--- src/rtl/scroll_message_display.sv ---
// Scrolling-message engine: circular message store with a NUM_DIGITS-wide window
// that advances on each divider expiry or manual step; outputs per-digit character codes.
module scroll_message_display #(
   parameter int                CLK_DIV    = 50000000,
   parameter int                NUM_DIGITS = 6,
   parameter int                MSG_LEN    = 8,
   parameter int                CHAR_W     = 2,
   parameter logic [CHAR_W-1:0] BLANK_CODE = 2'b11,
   localparam int               PTR_W      = (MSG_LEN > 1) ? $clog2(MSG_LEN) : 1
) (
   input  logic                           clock,
   input  logic                           reset,
   input  logic                           enable,
   input  logic                           dir,
   input  logic                           load,
   input  logic                           step,
   input  logic [MSG_LEN*CHAR_W-1:0]      msg_in,
   output logic [NUM_DIGITS*CHAR_W-1:0]   digits,
   output logic                           tick,
   output logic [PTR_W-1:0]               pos,
   output logic                           wrap
);

   localparam int DIV_W    = $clog2(CLK_DIV);
   localparam int SUM_W    = $clog2(MSG_LEN + NUM_DIGITS) + 1;
   localparam int REDUCE_N = (NUM_DIGITS - 1) / MSG_LEN + 1;

   logic [DIV_W-1:0]             divCount_q, divCount_d;
   logic [PTR_W-1:0]             pos_q, pos_d;
   logic [MSG_LEN*CHAR_W-1:0]    msg_q, msg_d;
   logic                         tick_q, tick_d;
   logic                         wrap_q, wrap_d;
   logic [NUM_DIGITS*CHAR_W-1:0] digits_q;
   wire  [NUM_DIGITS*CHAR_W-1:0] digits_d;
   logic                         tickCond;
   logic                         advance;

   always_ff @(posedge clock) begin
      if (reset) begin
         divCount_q <= '0;
         pos_q      <= '0;
         msg_q      <= {MSG_LEN{BLANK_CODE}};
         tick_q     <= 1'b0;
         wrap_q     <= 1'b0;
         digits_q   <= {NUM_DIGITS{BLANK_CODE}};
      end else begin
         divCount_q <= divCount_d;
         pos_q      <= pos_d;
         msg_q      <= msg_d;
         tick_q     <= tick_d;
         wrap_q     <= wrap_d;
         digits_q   <= digits_d;
      end
   end

   // Load wins over any advance; a coincident tick condition and step still move the pointer once.
   always_comb begin
      tickCond   = enable && (divCount_q == DIV_W'(CLK_DIV - 1));
      advance    = tickCond || step;
      divCount_d = divCount_q;
      pos_d      = pos_q;
      msg_d      = msg_q;
      tick_d     = 1'b0;
      wrap_d     = 1'b0;
      if (load) begin
         msg_d      = msg_in;
         pos_d      = '0;
         divCount_d = '0;
      end else begin
         tick_d = tickCond;
         if (enable) begin
            divCount_d = tickCond ? '0 : divCount_q + DIV_W'(1);
         end
         if (advance) begin
            if (!dir) begin
               if (pos_q == PTR_W'(MSG_LEN - 1)) begin
                  pos_d  = '0;
                  wrap_d = 1'b1;
               end else begin
                  pos_d = pos_q + PTR_W'(1);
               end
            end else begin
               if (pos_q == '0) begin
                  pos_d  = PTR_W'(MSG_LEN - 1);
                  wrap_d = 1'b1;
               end else begin
                  pos_d = pos_q - PTR_W'(1);
               end
            end
         end
      end
   end

   logic [CHAR_W-1:0] slot [MSG_LEN];

   for (genvar s = 0; s < MSG_LEN; s++) begin : gSlot
      assign slot[s] = msg_q[s*CHAR_W +: CHAR_W];
   end

   // Digit k shows slot (pos + NUM_DIGITS-1-k) mod MSG_LEN, reduced by repeated subtraction.
   for (genvar k = 0; k < NUM_DIGITS; k++) begin : gDigit
      logic [SUM_W-1:0]  idx;
      logic [CHAR_W-1:0] code;

      always_comb begin
         idx  = SUM_W'(pos_q) + SUM_W'(NUM_DIGITS - 1 - k);
         code = BLANK_CODE;
         for (int r = 0; r < REDUCE_N; r++) begin
            if (idx >= SUM_W'(MSG_LEN)) begin
               idx = idx - SUM_W'(MSG_LEN);
            end
         end
         for (int t = 0; t < MSG_LEN; t++) begin
            if (idx == SUM_W'(t)) begin
               code = slot[t];
            end
         end
      end

      assign digits_d[k*CHAR_W +: CHAR_W] = code;
   end

   assign digits = digits_q;
   assign tick   = tick_q;
   assign pos    = pos_q;
   assign wrap   = wrap_q;

endmodule

--- config.mk ---
export PLATFORM = sky130hd
export DESIGN_NAME = scroll_message_display
export DESIGN_NICKNAME = d
export VERILOG_FILES = /design/src/rtl/scroll_message_display.sv
export SDC_FILE = /design/constraint.sdc
export NUM_CORES = 1
export LEC_CHECK = 0
export BUFFER_PORTS_ARGS = -buffer_cell sky130_fd_sc_hd__buf_2
export CAP_MARGIN = 40
export CELL_PAD_IN_SITES_DETAIL_PLACEMENT = 2
export CELL_PAD_IN_SITES_GLOBAL_PLACEMENT = 2
export CORE_MARGIN = 2
export CORE_UTILIZATION = 38
export CTS_BUF_LIST = sky130_fd_sc_hd__clkbuf_16
export DETAILED_ROUTE_END_ITERATION = 8
export PLACE_DENSITY = 0.95
export SYNTH_ARGS = -nofsm -noshare
export SYNTH_HDL_FRONTEND = slang
export SYNTH_SLANG_ARGS = --single-unit
--- constraint.sdc ---
create_clock -name clock -period 5.2 [get_ports clock]
set_clock_uncertainty 0.05 [all_clocks]
set_input_delay 1.04 -clock clock [delete_from_list [all_inputs] [get_ports clock]]
set_output_delay 1.04 -clock clock [all_outputs]
set_load 0.005 [all_outputs]
-- Yosys cells after proc, flatten, opt, wreduce, memory -nomap -nowiden
Cells that the tools add are included.
W data, S select, Z words.
- add/sub/neg operators: 14
- $lt $le $gt $ge: 6
- eq/ne operators: 44
- muxes and demuxes: 61
- bitwise logic cells: 1
- reduce and logical (&&, ||, !) cells: 11
- operators by type and width (operator ; count):
    $eq A5 B3 Y1 const B ; 24
    $mux W2 ; 48
    $eq A5 B2 Y1 const B ; 12
    $eq A5 B1 Y1 const B ; 6
    $logic_not A5 Y1 ; 6
    $mux W5 ; 6
    $add A26 B1 Y26 const B ; 1
    $eq A26 B26 Y1 const B ; 1
    $mux W26 ; 1
    $sub A4 B4 Y5 const B ; 5
    $ge A4 B4 Y1 const B ; 5
    $mux W3 ; 3
    $add A3 B2 Y4 const B ; 2
    $add A3 B3 Y4 const B ; 2
    $sub A3 B4 Y5 const B ; 1
    $add A3 B1 Y4 const B ; 1
    $ge A3 B4 Y1 const B ; 1
    $add A3 B1 Y3 const B ; 1
    $eq A3 B3 Y1 const B ; 1
    $logic_not A3 Y1 ; 1
    $mux W1 ; 3
    $reduce_or A3 Y1 ; 1
    $sub A3 B1 Y3 const B ; 1
    $reduce_or A2 Y1 ; 1
    other kinds (3) ; 3
- register bits: 59
- output and inout bits: 17
- word-level logic and storage cells: 143

-- Depth between registers and ports, before layout
- depth after elaboration: 12
- gate-level depth with buffers: 9
- gate-level depth less buffers: 6

-- Least setup slack after synthesis
Ideal clock, no wire load.
- path type: input -> register
- from: input enable
- to: register divCount_q[24]
- setup time: 70 ps
- data arrival time: 2580 ps
- path slack: 2500 ps
- stages on the path: 6
- cells stage by stage: buf_2 nand3_2 or4_1 buf_2 or4_1 a21oi_1
- cells in the longest elaborated chain, start to end: 2
- ends and longest elaborated chain (item ; line ; text):
    start: declaration ; 13 ; input logic enable,
    $logic_and A1 B1 Y1 ; 58 ; tickCond = enable && (divCount_q == DIV_W'(CLK_DIV - 1));
    $mux W26 ; 72 ; divCount_d = tickCond ? '0 : divCount_q + DIV_W'(1);
    end signal: assignment ; 47 ; divCount_q <= divCount_d;
    end: declaration ; 28 ; logic [DIV_W-1:0] divCount_q, divCount_d;
Parallel ways exist; a longest one is shown, timed or not.
A chain may end at the register's enable or synchronous reset.

-- Final worst setup path
- from: register pos_q[2], in the netlist pos[2]
- to: register digits_q[9], in the netlist digits[9]
- cells in the longest elaborated chain, start to end: 12
- elaborated cells between the ends (all ways): 20
- those cells by class: add/sub: 2; order compare: 1; eq/ne: 7; mux: 9; reduce/logical: 1
- ends and longest elaborated chain (item ; line ; text):
    start: declaration ; 29 ; logic [PTR_W-1:0] pos_q, pos_d;
    start signal: assignment ; 48 ; pos_q <= pos_d;
    $add A3 B1 Y4 (*) ; 106 ; idx = SUM_W'(pos_q) + SUM_W'(NUM_DIGITS - 1 - k);
    $sub A4 B4 Y5 or $ge A4 B4 Y1 (tied branches) ; 110, 109 ;
    $mux W5 (*) ; 109 ; if (idx >= SUM_W'(MSG_LEN)) begin
    $logic_not A5 Y1 ; 114 ; if (idx == SUM_W'(t)) begin
    $mux W2 (7 in series) ; 114 ;
    $mux W2 (*) ; 114 ;
    end signal: assignment ; 45 ; digits_q <= {NUM_DIGITS{BLANK_CODE}};
    end signal: assignment ; 52 ; digits_q <= digits_d;
    end: declaration ; 33 ; logic [NUM_DIGITS*CHAR_W-1:0] digits_q;
Mark *: on every way between the ends. The rest lies on a longest branch, timed or not.

==> impl_results.md <==
- FMAX: 0.325 GHz
- Initial antenna violation count: 0
- Grt met3 use: roughly 5.4%
- Final setup fails: 0
- GR peak layer: met2
- Final Critical Period: ~3100 ps
- Layout cells sized above 1: approximately 14%
- Area growth syn-to-layout: 15.3%
- Initial Util: roughly two fifths
- Worst vdd ir: 0.209 mV
- Reg2Reg Depth: 6
- DRT Wirelength: around 13000 um
- Max_slew headroom: about half
- Post-Syn Nets: around 460
- CP peak stage delay: 720 ps
- Unrepaired setup endpoints after global routing: false
- I/O Pins: 39
- Met1 Track Usage GR: between 30% and 40%
- Cell variety after synth: 54
- Hold endpoint: divCount_q[21]$_SDFFE_PP0P_
- Synth Instances: about 430
- LEAKAGE: 0.00146 uW
- Met2 Usage GRT: approximately half
- Power per cell area: ~320 nW/um^2
- Num CTS Buffers: 9
- Max Cap Violations: 0
- FF+latch count, synth: 59
- Worst-path clk slew: approximately 60 ps
- Hold_ws: around 450 ps
- Synth Warn #: 0
- DRT antenna net count: 0
- CTS H-Tree Depth: 3
- Post-synth EDFFs: 0
- Largest net degree at the start of global routing: 34
- Setup slack at placement: 2260 ps
- R2r setup slk: ~2100 ps
- Crit Path Category: reg -> reg
- DRT iter0 DRCs: roughly 150
- Seq/Total Area, Yosys: between 30 and 40%
- Worst EP required: approximately 5400 ps
- Worst Path Max Fanout: 17
- Die area: between 9000 and 10000 um^2
- Hold depth: 2
- DIE WIDTH: approximately 100 um
- Max clock buf depth: 2
- Drt via density: 6.34
- Port Buffers: 38
- Hold Startpoint: divCount_q[21]$_SDFFE_PP0P_
- Setup slack after layout: between 2000 and 2500 ps
- Detailed Routing Iterations Pass 1: 4
- Startpoint Class: flop
- TNS Setup: 0 ps
- Slowest-stage cell, CP: ha_1
- Run status: completed
- Worst EP arrival: 3240 ps
- Worst slew pin tran: between 700 and 800 ps
- Fin util: between 40 and 50%
- Final Hold Viols: 0
- Worst setup EP type: flop
- Placer Congestion: a little under 0.9
- Final-report max-slew violation count: 0
- GR Util All Layers: between 20% and 30%
- R2R Path End: digits[9]$_SDFF_PP1_
- Prevailing post-synth register cell: dfxtp_1
- Post-CTS Setup Inserts: 0
- Vias: ~3.5k
- Post-Syn Area: about 3500 um^2
- Synth async-reset ratio: 0%
- CTS tree: done
- Grt ovf: 0
- Hold-fix buffers, CTS: 0
- # rows: 34
- Clk sink count: around 60
- CTS resizes: 0
- CP Cell Sequence: clkinv_1 -> ha_1 -> inv_1 -> nor4_1 -> a221oi_1 -> a311o_1
- Fin nets: 480
- Ant. Diodes: 0
- Routed wire per std cell: around 23 um
- DRC errors left: 0
- CTS root buf: clkbuf_16
- Die Y: between 90 and 100 um
- CP Buf/Inv Count: 2
- CP Depth: 6
- Worst min-delay path class: reg -> reg
- Vias in the first global route: approximately 3.8k
- R2r startpoint: pos[2]$_SDFFE_PP0N_
- Post-synthesis area per instance: 8.14 um^2
- Largest delay share family, worst path: adder cells
- Post-DP HPWL: approximately 8400 um
- Period utilisation layout: roughly 59%
- Core ar.: ~8800 um^2
- First-pass GRT wire length: approximately 21000 um
- Worst skew pair latency: 340 ps
area by class of cell:
| class | count | area [um^2] |
|---|---|---|
| repair buffers | 42 | 231 |
| fillers | 966 | 4780 |
| clock inverters | 7 | 85.1 |
| multi-input cells | 318 | 2110 |
| clock buffers | 9 | 225 |
| flip-flops and latches | 59 | 1180 |
| well taps | 108 | 135 |
| inverters | 16 | 60.1 |
worst max path at each step:
stage                                   start                           to
final                     pos[2]$_SDFFE_PP0N_         digits[9]$_SDFF_PP1_
after global routing      pos[2]$_SDFFE_PP0N_         digits[9]$_SDFF_PP1_
after CTS                 pos[2]$_SDFFE_PP0N_         digits[9]$_SDFF_PP1_
after detailed placement  pos[2]$_SDFFE_PP0N_         digits[9]$_SDFF_PP1_
after global placement    pos[0]$_SDFFE_PP0N_         digits[7]$_SDFF_PP1_
after floorplan                        enable  divCount_q[24]$_SDFFE_PP0P_
per-layer routing:
layer  up-vias  part of all wire (%)
met5         -                     0
met4         0                   2.6
met3        29                   3.3
met2        82                    52
met1      1814                    42
li1       1619                     -
power by group:
part	total, uW	switching (uW)	internal [uW]
registers	495	23.8	471
clock network	636	222	414
logic	149	87.7	61.0
Yosys cell counts, types with 11 or more instances:
cell / number / area (um^2)
dfxtp_1: 59 / 1180
nand2_1: 40 / 150
a21oi_1: 35 / 175
clkbuf_1: 26 / 97.6
nor2_1: 20 / 75.1
o21ai_0: 19 / 95.1
inv_1: 14 / 52.6
mux2i_1: 14 / 140
nor2b_1: 14 / 87.6
ha_1: 12 / 150
nand4_1: 12 / 75.1
o31ai_1: 12 / 90.1
nand2b_1: 11 / 68.8
state kept, by name, summed over array words and instances, names as in the netlist:
name	count
digits	12
divCount_q	26
pos	3
tick	1
wrap	1
msg_q	16
cells by family after synthesis:
| group | after synthesis | synth area share (%) |
|---|---|---|
| AOI/OAI and AO/OA | 122 | 23.7 |
| xor gates and xnor gates | 11 | 2.76 |
| adders and majority gates | 12 | 4.30 |
| buffers and inverters | 52 | 5.81 |
| DFF | 59 | 33.8 |
| muxes | 15 | 4.66 |
| and+or+nand+nor | 158 | 24.9 |
stage by stage:
step,cell area [um^2],total power (uW),cells
final,4030,1280,559
after CTS,4030,1290,559
after global routing,4030,1320,559
after floorplan,3490,589,429
after detailed placement,3710,646,543
after global placement,3690,635,541
worst reg2reg max path: cells and delay by family (launching register included):
kind,cells,cell delay (ps)
flops,1,690
simple gates,1,320
fa+ha+maj,1,720
buf+inv,2,710
compound gates,2,480
cells in the final DEF, fill, tap and decap left out, drive strengths merged, types with 6 or more instances in the layout:
cell type  count
o21ai         20
or4            8
or3            9
ha            12
a21oi         35
nor2b         14
nor3b          6
clkbuf         9
nand4         12
a221oi         8
a211oi         8
mux2i         14
nand2         40
nor2          20
xnor2          6
inv           16
dfxtp         59
nand2b        11
nor3           9
nand3          8
o211ai         8
o31ai         12
buf           42
(Power assumes the default switching activity.)
